$ cat config.mk
export PLATFORM = sky130hd
export DESIGN_NAME = remap_decode
export DESIGN_NICKNAME = d
export VERILOG_FILES = /design/src/rtl/remap_decode_pkg.sv /design/src/rtl/remap_decode_inv_remap.sv /design/src/rtl/remap_decode.sv
export SDC_FILE = /design/constraint.sdc
export NUM_CORES = 1
export LEC_CHECK = 0
export BUFFER_PORTS_ARGS = -buffer_cell sky130_fd_sc_hd__buf_4
export CORE_MARGIN = 3
export CORE_UTILIZATION = 60
export CTS_BUF_LIST = sky130_fd_sc_hd__clkbuf_16
export DETAILED_ROUTE_END_ITERATION = 10
export PLACE_DENSITY = 0.81
export SETUP_SLACK_MARGIN = 0.15
export SLEW_MARGIN = 0
export SYNTH_ARGS = -nofsm -noshare
export SYNTH_HDL_FRONTEND = slang
export SYNTH_HIERARCHICAL = 1
export SYNTH_SLANG_ARGS = --single-unit
$ cat constraint.sdc
create_clock -name clk_i -period 2.7 [get_ports clk_i]
set_clock_uncertainty 0.05 [all_clocks]
set_input_delay 0.27 -clock clk_i [delete_from_list [all_inputs] [get_ports clk_i]]
set_output_delay 0.27 -clock clk_i [all_outputs]
set_load 0.01 [all_outputs]
$ cat src/rtl/remap_decode_pkg.sv
// Shared widths and field layout of the ReMap code word {k, m2}.
package remap_decode_pkg;

  localparam int unsigned NUM_LENGTH  = 32;
  localparam int unsigned K_LENGTH    = 5;
  localparam int unsigned M2_LENGTH   = NUM_LENGTH - K_LENGTH;
  localparam int unsigned M1_LENGTH   = 31;
  localparam int unsigned K_MSB       = NUM_LENGTH - 1;
  localparam int unsigned M2_MSB      = M2_LENGTH - 1;
  // Linear mantissa bits the encoder discards below the m2 precision.
  localparam int unsigned DROP_LENGTH = M1_LENGTH - M2_LENGTH;

  typedef struct packed {
    logic [K_LENGTH-1:0]  k;
    logic [M2_LENGTH-1:0] m2;
  } code_t;

endpackage

$ cat src/rtl/remap_decode_inv_remap.sv
// Inverse mantissa remap: m2 holds the Gray code of the top M2_LENGTH bits of m1,
// so a prefix XOR from the MSB recovers them; the dropped low bits return as zero.
module remap_decode_inv_remap
  import remap_decode_pkg::*;
(
  input  logic [M2_LENGTH-1:0] m2,
  output logic [M1_LENGTH-1:0] m1
);

  logic [M2_LENGTH-1:0] bin;

  always_comb begin
    bin         = '0;
    bin[M2_MSB] = m2[M2_MSB];
    for (int i = int'(M2_MSB) - 1; i >= 0; i--) begin
      bin[i] = bin[i+1] ^ m2[i];
    end
    m1 = {bin, {DROP_LENGTH{1'b0}}};
  end

endmodule

$ cat src/rtl/remap_decode.sv
// ReMap decoder: capture, unmap, expand; 3-stage valid/ready pipeline that
// collapses bubbles and sustains one word per cycle.
module remap_decode
  import remap_decode_pkg::*;
(
  input  logic                  clk_i,
  input  logic                  rst_i,
  input  logic                  code_valid_i,
  output logic                  code_ready_o,
  input  logic [NUM_LENGTH-1:0] code_i,
  output logic                  num_valid_o,
  input  logic                  num_ready_i,
  output logic [NUM_LENGTH-1:0] num_o,
  output logic                  err_o
);

  code_t code;
  assign code = code_i;

  logic v1_q, v2_q, v3_q;
  logic ready1, ready2, ready3;

  logic [K_LENGTH-1:0]   k1_q, k2_q;
  logic [M2_LENGTH-1:0]  m2_1_q;
  logic [M1_LENGTH-1:0]  m1_d, m1_2_q;
  logic                  err1_d, err1_q, err2_q, err3_q;
  logic [K_LENGTH-1:0]   shamt;
  logic [NUM_LENGTH-1:0] num_d, num_q;

  assign ready3       = !v3_q || num_ready_i;
  assign ready2       = !v2_q || ready3;
  assign ready1       = !v1_q || ready2;
  assign code_ready_o = ready1;

  assign err1_d = (code.k == '0) && (code.m2 != '0);

  remap_decode_inv_remap u_inv_remap (
    .m2 (m2_1_q),
    .m1 (m1_d)
  );

  // Leading one lands at bit k; mantissa bits pushed below bit 0 are already lost upstream.
  assign shamt = K_LENGTH'(M1_LENGTH) - k2_q;
  assign num_d = {1'b1, m1_2_q} >> shamt;

  always_ff @(posedge clk_i) begin
    if (rst_i) begin
      v1_q   <= 1'b0;
      v2_q   <= 1'b0;
      v3_q   <= 1'b0;
      k1_q   <= '0;
      m2_1_q <= '0;
      err1_q <= 1'b0;
      k2_q   <= '0;
      m1_2_q <= '0;
      err2_q <= 1'b0;
      num_q  <= '0;
      err3_q <= 1'b0;
    end else begin
      if (ready1) v1_q <= code_valid_i;
      if (ready1 && code_valid_i) begin
        k1_q   <= code.k;
        m2_1_q <= code.m2;
        err1_q <= err1_d;
      end
      if (ready2) v2_q <= v1_q;
      if (ready2 && v1_q) begin
        k2_q   <= k1_q;
        m1_2_q <= m1_d;
        err2_q <= err1_q;
      end
      if (ready3) v3_q <= v2_q;
      if (ready3 && v2_q) begin
        num_q  <= num_d;
        err3_q <= err2_q;
      end
    end
  end

  assign num_valid_o = v3_q;
  assign num_o       = num_q;
  assign err_o       = err3_q;

endmodule
==> impl_results.md <==
* Hold path endpoint: k1_q[2]
* Worst-Skew Late Latency at 0.36 ns
* Initial Util at 0.629
* Layout cells sized above 1 at 0.203
* Worst path slowest cell: xor3_2
* Hold Path Class: in -> reg
* Clock transition at path regs at 0.07 ns
* Height of the die at 111 µm
* Setup TNS at 0 ns
* Crit path cell chain: xor3_2 -> xnor3_2 -> xnor2_2 -> buf_4 -> xnor3_1 -> nand2_1 -> a21oi_1
* Total grt overflow at 0
* CTS Hold Buffers Added at 0
* CP top delay family: XOR/XNOR gates
* Std-Cell Rows at 37
* Hold-critical path depth at 3
* Non-filler cells, final at 913
* Worst-Margin Slew at 1.17 ns
* Die area at 12300 µm²
* Static leakage at 2.85 nW
* Cell with the most instances after synthesis: nand2_1
* Final WL at 16.8 mm
* Post-synth EDFFs at 0
* Clock Path Buffers at 2
* Final setup fails at 0
* Synth-to-layout area growth at 13.3%
* Vias in the first global route at 5559
* Syn_area_per_cell at 9.06 µm²
* DRT iter0 DRCs at 472
* Synth area leader: dfxtp_1
* Yosys cell types at 63
* R2r startpoint: m2_1_q[25]
* Pin count of the biggest net entering global routing at 92
* Final Critical Period at 2.43 ns
* P per Cell Area at 605 nW/µm²
* Seq/Total Area, Yosys at 0.321
* Metal2 WL at 8.19 mm
* Main flop type after synthesis: dfxtp_1
* Nets@finish at 809
* Antenna violations before repair at 0
* CTS tree: yes
* Root buffer cell: clkbuf_16
* Routed vias/inst at 6.30
* Core region area at 10500 µm²
* IO Port Bufs at 70
* Fin. Hold Viols at 0
* Headroom to the max-slew limit at 0.218
* Status: complete, no violations
* DR vias at 5756
* Drt drc at 0
* Max-Cap Viols at 0
* Hold Crit Start: code_i[29]
* Crit path buf inv count at 1
* Post-route cell area at 7500 µm²
* Placed Cells at 898
* FMAX at 0.412 GHz
* Synth warnings at 6
* Ranking of synthesized cells by area: dfxtp_1, nand2_1, mux4_2
* Met1 wire length at 6.61 mm
* Maximum vdd drop at 0.000522 V
* CTS buffer count at 9
* First-pass GRT wire length at 28.0 mm
* CP Capture Type: flop
* Hpwl dp at 12.3 mm
* Clk sinks at 106
* Critical path class: reg -> reg
* Area after DPL at 7200 µm²
* H-tree depth at 3
* Uppermost routed layer: met4
* Place WS at 0.297 ns
* I/O pin cnt at 71
* Post-CTS sizing at 0
* CP max stage delay at 0.48 ns
* Worst Reg-to-Reg Cells at 7
* Top cells by count, synth: nand2_1, dfxtp_1, a21oi_1, nor2_1, mux2i_1
* Diode count at 0
* Final Max Tran Viols at 0
* Setup bufs post-CTS at 0
* Post-Synthesis Cells at 730
* Critical Path RT at 2.88 ns
* Met3 routed WL at 1.22 mm
* PnR worst setup slack at 0.273 ns
* Asr flop ratio synth at 0
* R2R Setup Slk at 0.27 ns
* Routed Antenna Nets at 0
* Critical path fanouts, max at 7
* RSZ-0062 raised after global routing: no
* Post-Syn Area at 6610 µm²
* Type of origin of the critical path: flop
* WP data arrival at 2.60 ns
* DR WL/cell at 18.4 µm
* Total track usage at 0.276
* Top cell type's share of synthesized area at 0.321
* Gpl congestion at 0.972
* DR pass1 iterations at 6
* Worst r2r dst: m1_2_q[8]
* #FFs+latches synth at 106
* Die width at 111 µm
* Final Cycle Share at 0.899
[cell usage in the layout (no fill, tap or decap), types with 3 or more instances in the layout]
| master | synthesis | layout |
|---|---|---|
| nand2_1 | 174 | 174 |
| dfxtp_1 | 106 | 103 |
| buf_4 | 10 | 91 |
| a21oi_1 | 84 | 84 |
| nor2_1 | 41 | 41 |
| mux2i_1 | 33 | 33 |
| mux4_2 | 28 | 28 |
| xnor2_1 | 26 | 26 |
| xnor3_1 | 16 | 16 |
| a22oi_1 | 12 | 12 |
| nor3_1 | 11 | 11 |
| nand3_1 | 10 | 10 |
| clkbuf_16 | 0 | 9 |
| inv_1 | 7 | 8 |
| o22ai_1 | 8 | 8 |
| mux4_1 | 7 | 7 |
| o21ai_0 | 6 | 6 |
| nor4_1 | 6 | 6 |
| nor2b_1 | 5 | 5 |
| a2bb2oi_1 | 5 | 5 |
| mux2_2 | 5 | 5 |
| xor2_1 | 5 | 5 |
| nand2b_1 | 4 | 4 |
| a32oi_1 | 4 | 4 |
| o211ai_1 | 4 | 4 |
| a211oi_1 | 4 | 4 |
| nand4_1 | 4 | 4 |
| conb_1 | 1 | 4 |
| and2_1 | 3 | 3 |
| a31oi_1 | 4 | 3 |
| dfxtp_2 | 0 | 3 |
| xnor2_2 | 3 | 3 |
[worst min-delay path, stage by stage]
cell,delay [ns]
buf_4,0.11
nand2_1,0.05
a21oi_1,0.05
[sequential cells by signal (all words and copies together) (netlist names)]
name and cells:
k2_q 5, m2_1_q 27, v2_q 1, err2_q 1, err1_q 1, m1_2_q 31
num_o 32, k1_q 5, v1_q 1, num_valid_o 1, err_o 1
[cell families after synthesis]
group	share of synthesized area
xor gates and xnor gates	0.126
AOI/OAI and AO/OA	0.143
and+or+nand+nor	0.173
buffers and inverters	0.0532
muxes	0.184
other	0.000567
DFF	0.321
[cell type report]
cell class,count,area [µm²]
Tap cell,136,170
Fill cell,784,3010
Inverter,7,26.3
Timing Repair Buffer,93,723
Multi-Input combinational cell,556,4160
Sequential cell,106,2130
Clock inverter,6,67.6
Clock buffer,9,225
[stage by stage]
step,hold WS (ns),utilization,power [mW]
floorplan,0.356,-,2.93
detailed placement,0.387,0.685,3.24
CTS,0.106,0.713,4.55
finish,0.117,0.713,4.54
global route,0.111,0.713,4.73
global placement,0.385,0.685,3.17
[routing by layer]
metal | vias to the layer above | global-route usage
li1 | 2679 | -
met1 | 2725 | 0.342
met2 | 287 | 0.447
met3 | 65 | 0.0639
met4 | 0 | 0.150
met5 | - | 0
[how the worst max path moves through the flow]
| stage | from | cells after the start | slack [ns] | end |
|---|---|---|---|---|
| 2_1_floorplan | m2_1_q[25] | 7 | 0.55 | m1_2_q[11] |
| 3_3_place_gp | m2_1_q[25] | 7 | 0.37 | m1_2_q[7] |
| 3_5_place_dp | m2_1_q[25] | 7 | 0.30 | m1_2_q[8] |
| 4_1_cts | m2_1_q[25] | 7 | 0.27 | m1_2_q[8] |
| 5_1_grt | m2_1_q[25] | 7 | 0.16 | m1_2_q[8] |
| 6_report | m2_1_q[25] | 7 | 0.27 | m1_2_q[8] |
[power by group]
part | switching [mW] | internal, mW
Sequential | 0.175 | 1.67
Clock | 0.588 | 0.720
Combinational | 0.582 | 0.801
Total | 1.35 | 3.19
Note: power is estimated with default switching activity, not from simulation.
